## config.mk

```make
export PLATFORM = sky130hd
export DESIGN_NAME = key_press_classifier
export DESIGN_NICKNAME = d
export VERILOG_FILES = /design/src/rtl/key_press_classifier.sv
export SDC_FILE = /design/constraint.sdc
export NUM_CORES = 1
export LEC_CHECK = 0
export ABC_AREA = 1
export BUFFER_PORTS_ARGS = -buffer_cell sky130_fd_sc_hd__clkbuf_2
export CAP_MARGIN = 0
export CORE_UTILIZATION = 50
export DETAILED_ROUTE_END_ITERATION = 10
export PLACE_DENSITY = 0.67
export SLEW_MARGIN = 5
export SYNTH_ARGS = -nofsm -noshare
export SYNTH_HDL_FRONTEND = slang
export SYNTH_SLANG_ARGS = --single-unit
export TNS_END_PERCENT = 1
```

## constraint.sdc

```tcl
create_clock -name clk -period 4.5 [get_ports clk]
set_clock_uncertainty 0.05 [all_clocks]
set_input_delay 0.9 -clock clk [delete_from_list [all_inputs] [get_ports clk]]
set_output_delay 0.9 -clock clk [all_outputs]
set_load 0.01 [all_outputs]
```

## src/rtl/key_press_classifier.sv

```systemverilog
// ---------------------------------------------------------------------------
// key_press_classifier
//
// Purpose:
//   Debounces a bouncing, active-low push-button. It classifies each accepted
//   press as either short or long. A short press is reported when the key is
//   released. A long press is reported when the hold time expires. While a
//   long press is held, the block can optionally emit periodic auto-repeat
//   strobes.
//
// Parameters:
//   DEB_MAX    - debounce window in clk cycles (press and release)
//   LONG_MAX   - hold time in clk cycles after press acceptance for a long press
//   REPEAT_MAX - auto-repeat period in clk cycles while held long
//
// Ports:
//   clk          in   system clock
//   rst_n        in   asynchronous active-low reset
//   key_in       in   raw push-button, active-low, asynchronous to clk
//   key_level    out  debounced pressed state, 1 = pressed
//   short_pulse  out  one-cycle strobe on debounced release of a short press
//   long_pulse   out  one-cycle strobe when the hold time reaches LONG_MAX
//   repeat_pulse out  one-cycle auto-repeat strobe while held long
//
// Configuration:
//   KEY_REPEAT_EN - when defined, the auto-repeat counter is built and
//                   repeat_pulse is active. When undefined, the counter is
//                   absent and repeat_pulse is tied to 0.
// ---------------------------------------------------------------------------
module key_press_classifier #(
  parameter int DEB_MAX    = 1_000_000,
  parameter int LONG_MAX   = 50_000_000,
  parameter int REPEAT_MAX = 10_000_000
) (
  input  logic clk,
  input  logic rst_n,
  input  logic key_in,
  output logic key_level,
  output logic short_pulse,
  output logic long_pulse,
  output logic repeat_pulse
);

  // A window of one cycle would give a zero-width counter.
  // A repeat period of one cycle would make repeat_pulse follow long_pulse
  // back-to-back. Both cases are rejected at elaboration.
  if (DEB_MAX < 2 || LONG_MAX < 2 || REPEAT_MAX < 2) begin : g_bad_params
    $error("key_press_classifier: DEB_MAX, LONG_MAX and REPEAT_MAX must be >= 2");
  end

  localparam int DEB_W  = $clog2(DEB_MAX);
  localparam int HOLD_W = $clog2(LONG_MAX);

  localparam logic [DEB_W-1:0]  DEB_LAST  = DEB_W'(DEB_MAX - 1);
  localparam logic [HOLD_W-1:0] HOLD_LAST = HOLD_W'(LONG_MAX - 1);

`ifdef KEY_REPEAT_EN
  localparam int REP_W = $clog2(REPEAT_MAX);
  localparam logic [REP_W-1:0] REP_LAST = REP_W'(REPEAT_MAX - 1);
`endif

  typedef enum logic [2:0] {
    IDLE,
    PRESS_DEB,
    PRESSED,
    LONG_HELD,
    RELEASE_DEB
  } state_t;

  state_t state;

  logic sync_p0;
  logic key_s;

  logic [DEB_W-1:0]  deb_cnt;
  logic [HOLD_W-1:0] hold_cnt;
  logic              was_long;

`ifdef KEY_REPEAT_EN
  logic [REP_W-1:0]  rep_cnt;
`endif

  // Stage boundary: two-flop synchronizer. It resets to the released level (1).
  always_ff @(posedge clk or negedge rst_n) begin
    if (!rst_n) begin
      sync_p0 <= 1'b1;
      key_s   <= 1'b1;
    end else begin
      sync_p0 <= key_in;
      key_s   <= sync_p0;
    end
  end

  // Stage boundary: classifier FSM with registered outputs.
  // Every counter stops at its terminal value and is then cleared by a state
  // transition, so none of them can wrap.
  always_ff @(posedge clk or negedge rst_n) begin
    if (!rst_n) begin
      state       <= IDLE;
      deb_cnt     <= '0;
      hold_cnt    <= '0;
      was_long    <= 1'b0;
      key_level   <= 1'b0;
      short_pulse <= 1'b0;
      long_pulse  <= 1'b0;
`ifdef KEY_REPEAT_EN
      rep_cnt      <= '0;
      repeat_pulse <= 1'b0;
`endif
    end else begin
      // Strobes default low, so each one lasts exactly one cycle.
      short_pulse <= 1'b0;
      long_pulse  <= 1'b0;
`ifdef KEY_REPEAT_EN
      repeat_pulse <= 1'b0;
`endif

      case (state)
        IDLE: begin
          if (!key_s) begin
            state   <= PRESS_DEB;
            deb_cnt <= '0;
          end
        end

        PRESS_DEB: begin
          if (key_s) begin
            state <= IDLE;
          end else if (deb_cnt == DEB_LAST) begin
            state     <= PRESSED;
            hold_cnt  <= '0;
            key_level <= 1'b1;
          end else begin
            deb_cnt <= deb_cnt + DEB_W'(1);
          end
        end

        PRESSED: begin
          if (key_s) begin
            state    <= RELEASE_DEB;
            deb_cnt  <= '0;
            was_long <= 1'b0;
          end else if (hold_cnt == HOLD_LAST) begin
            state      <= LONG_HELD;
            long_pulse <= 1'b1;
`ifdef KEY_REPEAT_EN
            rep_cnt    <= '0;
`endif
          end else begin
            hold_cnt <= hold_cnt + HOLD_W'(1);
          end
        end

        LONG_HELD: begin
          // hold_cnt stays frozen at its terminal value here.
          if (key_s) begin
            state    <= RELEASE_DEB;
            deb_cnt  <= '0;
            was_long <= 1'b1;
          end
`ifdef KEY_REPEAT_EN
          else if (rep_cnt == REP_LAST) begin
            repeat_pulse <= 1'b1;
            rep_cnt      <= '0;
          end else begin
            rep_cnt <= rep_cnt + REP_W'(1);
          end
`endif
        end

        RELEASE_DEB: begin
          // A bounce during release resumes the originating state. hold_cnt
          // and rep_cnt were paused here, so timing continues where it left off.
          if (!key_s) begin
            state <= was_long ? LONG_HELD : PRESSED;
          end else if (deb_cnt == DEB_LAST) begin
            state       <= IDLE;
            key_level   <= 1'b0;
            short_pulse <= !was_long;
          end else begin
            deb_cnt <= deb_cnt + DEB_W'(1);
          end
        end

        default: begin
          state <= IDLE;
        end
      endcase
    end
  end

`ifndef KEY_REPEAT_EN
  assign repeat_pulse = 1'b0;
`endif

endmodule

```

Word-level counts from Yosys, hierarchy flattened
Cells that the tools add are included.
{ "classes": {"n_addsub": 2, "eq_ne": 19, "muxes": 35, "reduce_logical": 12} }
{ "op_table": {"columns": ["cell", "count"], "rows": [
  ["two-way mux 26 bit", 4],
  ["two-way mux 20 bit", 5],
  ["case mux 20 bit (4 select lines)", 1],
  ["case mux 26 bit (2 select lines)", 1],
  ["adder 26 x 1 -> 26 bit, second input constant", 1],
  ["equality test 26 bit, second input constant", 1],
  ["two-way mux 3 bit", 8],
  ["adder 20 x 1 -> 20 bit, second input constant", 1],
  ["equality test 20 bit, second input constant", 1],
  ["AND reduction 5 bit", 4],
  ["!= test 2 bit, second input constant", 9],
  ["case mux 3 bit (5 select lines)", 1],
  ["two-way mux 1 bit", 13],
  ["!= test 3 bit, second input constant", 3],
  ["equality test 3 x 2 -> 1 bit, second input constant", 2],
  ["nonzero test 2 bit", 3],
  ["case mux 1 bit (2 select lines)", 2],
  ["nonzero test 4 bit", 1],
  ["equality test 3 x 1 -> 1 bit, second input constant", 1],
  ["equality test 3 bit, second input constant", 1],
  ["zero test 3 bit", 1],
  ["AND reduction 3 bit", 1],
  ["!= test 2 x 1 -> 1 bit, second input constant", 1],
  ["OR reduction 2 bit", 1],
  ["zero test 1 bit", 1]
]} }
{ "word_totals": {"ff_bits": 55, "input_bits": 3, "output_inout_bits": 4, "wordCells": 77} }

Depth between registers and ports, before layout
{ "logic_depth": {"ltp_word": 4, "mapped_depth": 11} }

Worst setup path before layout
No wires, ideal clock.
{ "synth_path": {"kind": "register to register", "start": "register deb_cnt[0]", "end": "register hold_cnt[8]", "setup_ps": 124, "arrival_ps": 1535, "required_ps": 4326, "path_slack_ps": 2791, "path_stages_with_launch": 12, "path_buffers": 1, "synth_period_minus_slack_ps": 1709, "cell_sequence": "dfrtp_1 ha_1 nand2_2 clkinv_1 nand2_1 nor2_2 nand3_2 nand2_2 nand3_4 buf_6 nand2_1 nand2_1"} }
{ "synth_between": {"elab_chain_len": 3} }
{ "synth_lines": {"columns": ["item", "line", "text"], "rows": [
  ["start: declaration", "75", "logic [DEB_W-1:0] deb_cnt;"],
  ["start signal: assignment", "134", "deb_cnt <= deb_cnt + DEB_W'(1);"],
  ["start signal: assignment", "181", "deb_cnt <= deb_cnt + DEB_W'(1);"],
  ["equality test 20 bit", "129", "end else if (deb_cnt == DEB_LAST) begin"],
  ["!= test 2 bit (no line)", null, null],
  ["AND reduction 5 bit (no line)", null, null],
  ["end signal: assignment", "150", "hold_cnt <= hold_cnt + HOLD_W'(1);"],
  ["end: declaration", "76", "logic [HOLD_W-1:0] hold_cnt;"]
]} }
No other way between the ends.
A chain may end at the register's enable or synchronous reset.

Worst setup path in the final report
{ "layout_path": {"start": "register deb_cnt[0]", "end": "register deb_cnt[14]"} }
{ "layout_between": {"elab_chain_len": 4, "word_cells_on_any_way": 6, "classes_between": "add/sub (1); eq/ne (1); mux (4)"} }
{ "layout_lines": {"columns": ["item", "line", "text"], "rows": [
  ["adder 20 x 1 -> 20 bit / equality test 20 bit (equally long branches)", null, null],
  ["two-way mux 20 bit *", "129, 176", null],
  ["two-way mux 20 bit, on equally long branches", "174, 127", null],
  ["case mux 20 bit (4 select lines) *", "118", "case (state)"]
]} }
Mark *: on every way between the ends. The rest lies on a longest branch, timed or not. The select of a mux whose other input is x is not followed.

==> qor.yml <==
ff_latch_area_um2: 1380
synthesis.area_um2: 3740
global_route.overflow_total: 0
numClockSinks: 55
die_area_um2: 7820
crit_path_end_kind: "flip-flop"
layout.core_utilization_pct: 54.0
avgRoutedWirePerCell_um: 12.4
sequential_to_total_area_share_from_yosys_stat_pct: 36.9
hold_slack_ps: 304
worst_slew_pin_slew_ps: 781
ys_seq_elements: 55
final_cells: 675
hpwlAfterDp_mm: 6.34
drv.max_cap_violation_count: 0
worst_setup_hold_path_clk_slew_ps: 100
run_status: "complete, no violations"
ctsRootBufferMaster: "sky130_fd_sc_hd__clkbuf_8"
hold_viol: 0
critPathKind: "flip-flop to flip-flop"
cts-resized-gates: 0
worstPathRequired_ps: 4620
fraction_of_layout_cells_with_a_size_suffix_above_1_pct: 8.68
setup_tns_ps: 0
vdd.ir_drop.worst_v: 0.000146
final_nets: 580
drt_iter0_drc: 145
setup_viol: 0
grt_antenna_before_repair: 0
synth_area_per_cell_um2: 6.55
grt_first_pass_wirelength_mm: 14.3
synthesis.instances: 571
setup_repair_after_global_routing_missed_its_margin: "no"
max-clock-path-buffers: 2
layout_worst_path_cycle_share_pct: 49.7
worstPathMaxFanout: 21
post-place-cells: 667
finalCriticalPeriod_ps: 2240
globalRoute.busiestLayer: "met2"
multi_input_area_um2: 2110
cts_setup_buffers: 0
place.gp.congestion: 0.957
first_global_vias: 3162
vias_per_cell: 5.00
worst_skew_pair.late_latency_ps: 310
hold_buffers: 0
ys_types: 34
min-delay-path-class: "flip-flop to flip-flop"
met3_routing_resource_usage_after_global_routing_pct: 3.54
power.density_cell_area_nw_per_um2: 328
die-width_um: 88.5
ant_nets: 0
detailed_place.area_um2: 3820
diodes: 0
clock_tree.htree_level_count: 2
num_rows: 31
critPathLaunchType: "flip-flop"
drv_slew: 0
post-route-cell-area_um2: 3920
layout_commonest_cell: "sky130_fd_sc_hd__nand2_1"
grt_start_max_net_pins: 29
routed-via-count: 3373
met2_usage_pct: 43.1
fp.coreArea_um2: 7250
critical_path_arrival_ps: 2360
postSynthNetCount: 576
layout-area-overhead-vs-synth_pct: 4.79
place.port_buffers: 5
totalWireLength_mm: 8.34
cts_tree: "done"
num_io_pins: 7
grt.met1_usage_pct: 27.9
layout_common_cells: "234 x sky130_fd_sc_hd__nand2_1, 89 x sky130_fd_sc_hd__nor2_1, 53 x sky130_fd_sc_hd__dfrtp_1"
drc_errors: 0
nFillCells: 747
yosys_warnings: 0
die_height_um: 88.5
dr.pass1.iters: 4
maxSlewHeadroom_pct: 47.9
initial_utilization_pct: 51.5
max_freq_mhz: 447
grt_util_all_layers_pct: 23.7
power.leakage_nw: 1.79
cts_inserted_buffers: 5
[metrics by stage]
| step | power, W | setup WS, ps |
|---|---|---|
| 2_1_floorplan | 0.000946 | 2790 |
| 3_3_place_gp | 0.00101 | 2390 |
| 3_5_place_dp | 0.00102 | 2280 |
| 4_1_cts | 0.00131 | 2260 |
| 5_1_grt | 0.00139 | 2040 |
| 6_report | 0.00129 | 2260 |
[cells by family (layout without fill, tap and decap cells)]
logic type                 after synthesis  in the layout  synth area share (%)
other                                    1              1                 0.100
AOI/OAI and AO/OA                       24             24                  3.58
buffers and inverters                   57             62                  6.66
adders and majority gates                2              2                 0.669
DFF                                     55             55                  36.9
xor gates and xnor gates                20             20                  4.69
and+or+nand+nor                        412            412                  47.4
[power by group]
group          total (W)  internal (W)  switching, W  leakage [nW]
Sequential      0.000571      0.000529     0.0000411         0.753
Clock           0.000280      0.000112      0.000168        0.0485
Combinational   0.000435     0.0000979      0.000337         0.989
[sequential cells by signal (all words and copies together) (netlist names)]
signal,flops
hold_cnt,26
deb_cnt,20
state,3
key_level,1
key_s,1
long_pulse,1
short_pulse,1
sync_p0,1
was_long,1
[worst paths after layout]
kind,from,endpoint,slack [ps],cells after the start
max in group asynchronous,rst_n,sync_p0,2950,2
worst min-delay path,sync_p0,key_s,300,0
worst min register to register,sync_p0,key_s,300,0
min in group asynchronous,rst_n,deb_cnt[6],570,1
worst max-delay path,deb_cnt[0],deb_cnt[14],2260,9
worst max register to register,deb_cnt[0],deb_cnt[14],2260,9
[worst max-delay path: stages (launching register included)]
cell and delay, ps:
sky130_fd_sc_hd__dfrtp_1 460, sky130_fd_sc_hd__ha_1 290, sky130_fd_sc_hd__nand2_2 110, sky130_fd_sc_hd__clkinv_1 80, sky130_fd_sc_hd__nand2_1 100, sky130_fd_sc_hd__nor2_2 50
sky130_fd_sc_hd__nand4_1 120, sky130_fd_sc_hd__nand3_1 520, sky130_fd_sc_hd__nand2_1 210, sky130_fd_sc_hd__o21ai_0 110
[routing by layer]
layer | vias up | routed length, um | part of all wire (%)
met3 | 20 | 205 | 2.5
met2 | 58 | 4100 | 49
met1 | 1522 | 3790 | 45
met5 | - | 0 | 0
li1 | 1773 | - | -
met4 | 0 | 238 | 2.9
[synthesized netlist by cell type]
cell,count,area (um^2)
sky130_fd_sc_hd__a21oi_2,1,8.76
sky130_fd_sc_hd__a22oi_1,1,7.51
sky130_fd_sc_hd__and2_1,1,6.26
sky130_fd_sc_hd__buf_2,4,20.0
sky130_fd_sc_hd__buf_4,2,15.0
sky130_fd_sc_hd__buf_6,3,33.8
sky130_fd_sc_hd__clkinv_1,3,11.3
sky130_fd_sc_hd__conb_1,1,3.75
sky130_fd_sc_hd__dfrtp_1,53,1330
sky130_fd_sc_hd__dfstp_2,2,52.6
sky130_fd_sc_hd__ha_1,2,25.0
sky130_fd_sc_hd__inv_1,40,150
sky130_fd_sc_hd__inv_2,5,18.8
sky130_fd_sc_hd__nand2_1,234,878
sky130_fd_sc_hd__nand2_2,8,50.1
sky130_fd_sc_hd__nand3_1,42,210
sky130_fd_sc_hd__nand3_2,4,40.0
sky130_fd_sc_hd__nand3_4,1,17.5
sky130_fd_sc_hd__nand3b_1,4,30.0
sky130_fd_sc_hd__nand4_1,5,31.3
sky130_fd_sc_hd__nor2_1,89,334
sky130_fd_sc_hd__nor2_2,6,37.5
sky130_fd_sc_hd__nor2_4,5,56.3
sky130_fd_sc_hd__nor3_1,6,30.0
sky130_fd_sc_hd__nor3_2,1,10.0
sky130_fd_sc_hd__nor3b_1,2,15.0
sky130_fd_sc_hd__o211ai_1,2,15.0
sky130_fd_sc_hd__o21ai_0,7,35.0
sky130_fd_sc_hd__o21ai_1,12,60.1
sky130_fd_sc_hd__o21bai_1,1,7.51
sky130_fd_sc_hd__or2_1,1,6.26
sky130_fd_sc_hd__or2_2,3,18.8
sky130_fd_sc_hd__xnor2_1,3,26.3
sky130_fd_sc_hd__xor2_1,17,149
[final cells by class]
class,count,share of cell area [%]
repair buffers,6,0.831
clock inverters,3,0.575
inverters,48,4.60
flip-flops and latches,55,35.2
clock buffers,5,1.76
well taps,99,3.16
multi-input cells,459,53.9
Note: power is estimated with default switching activity, not from simulation.
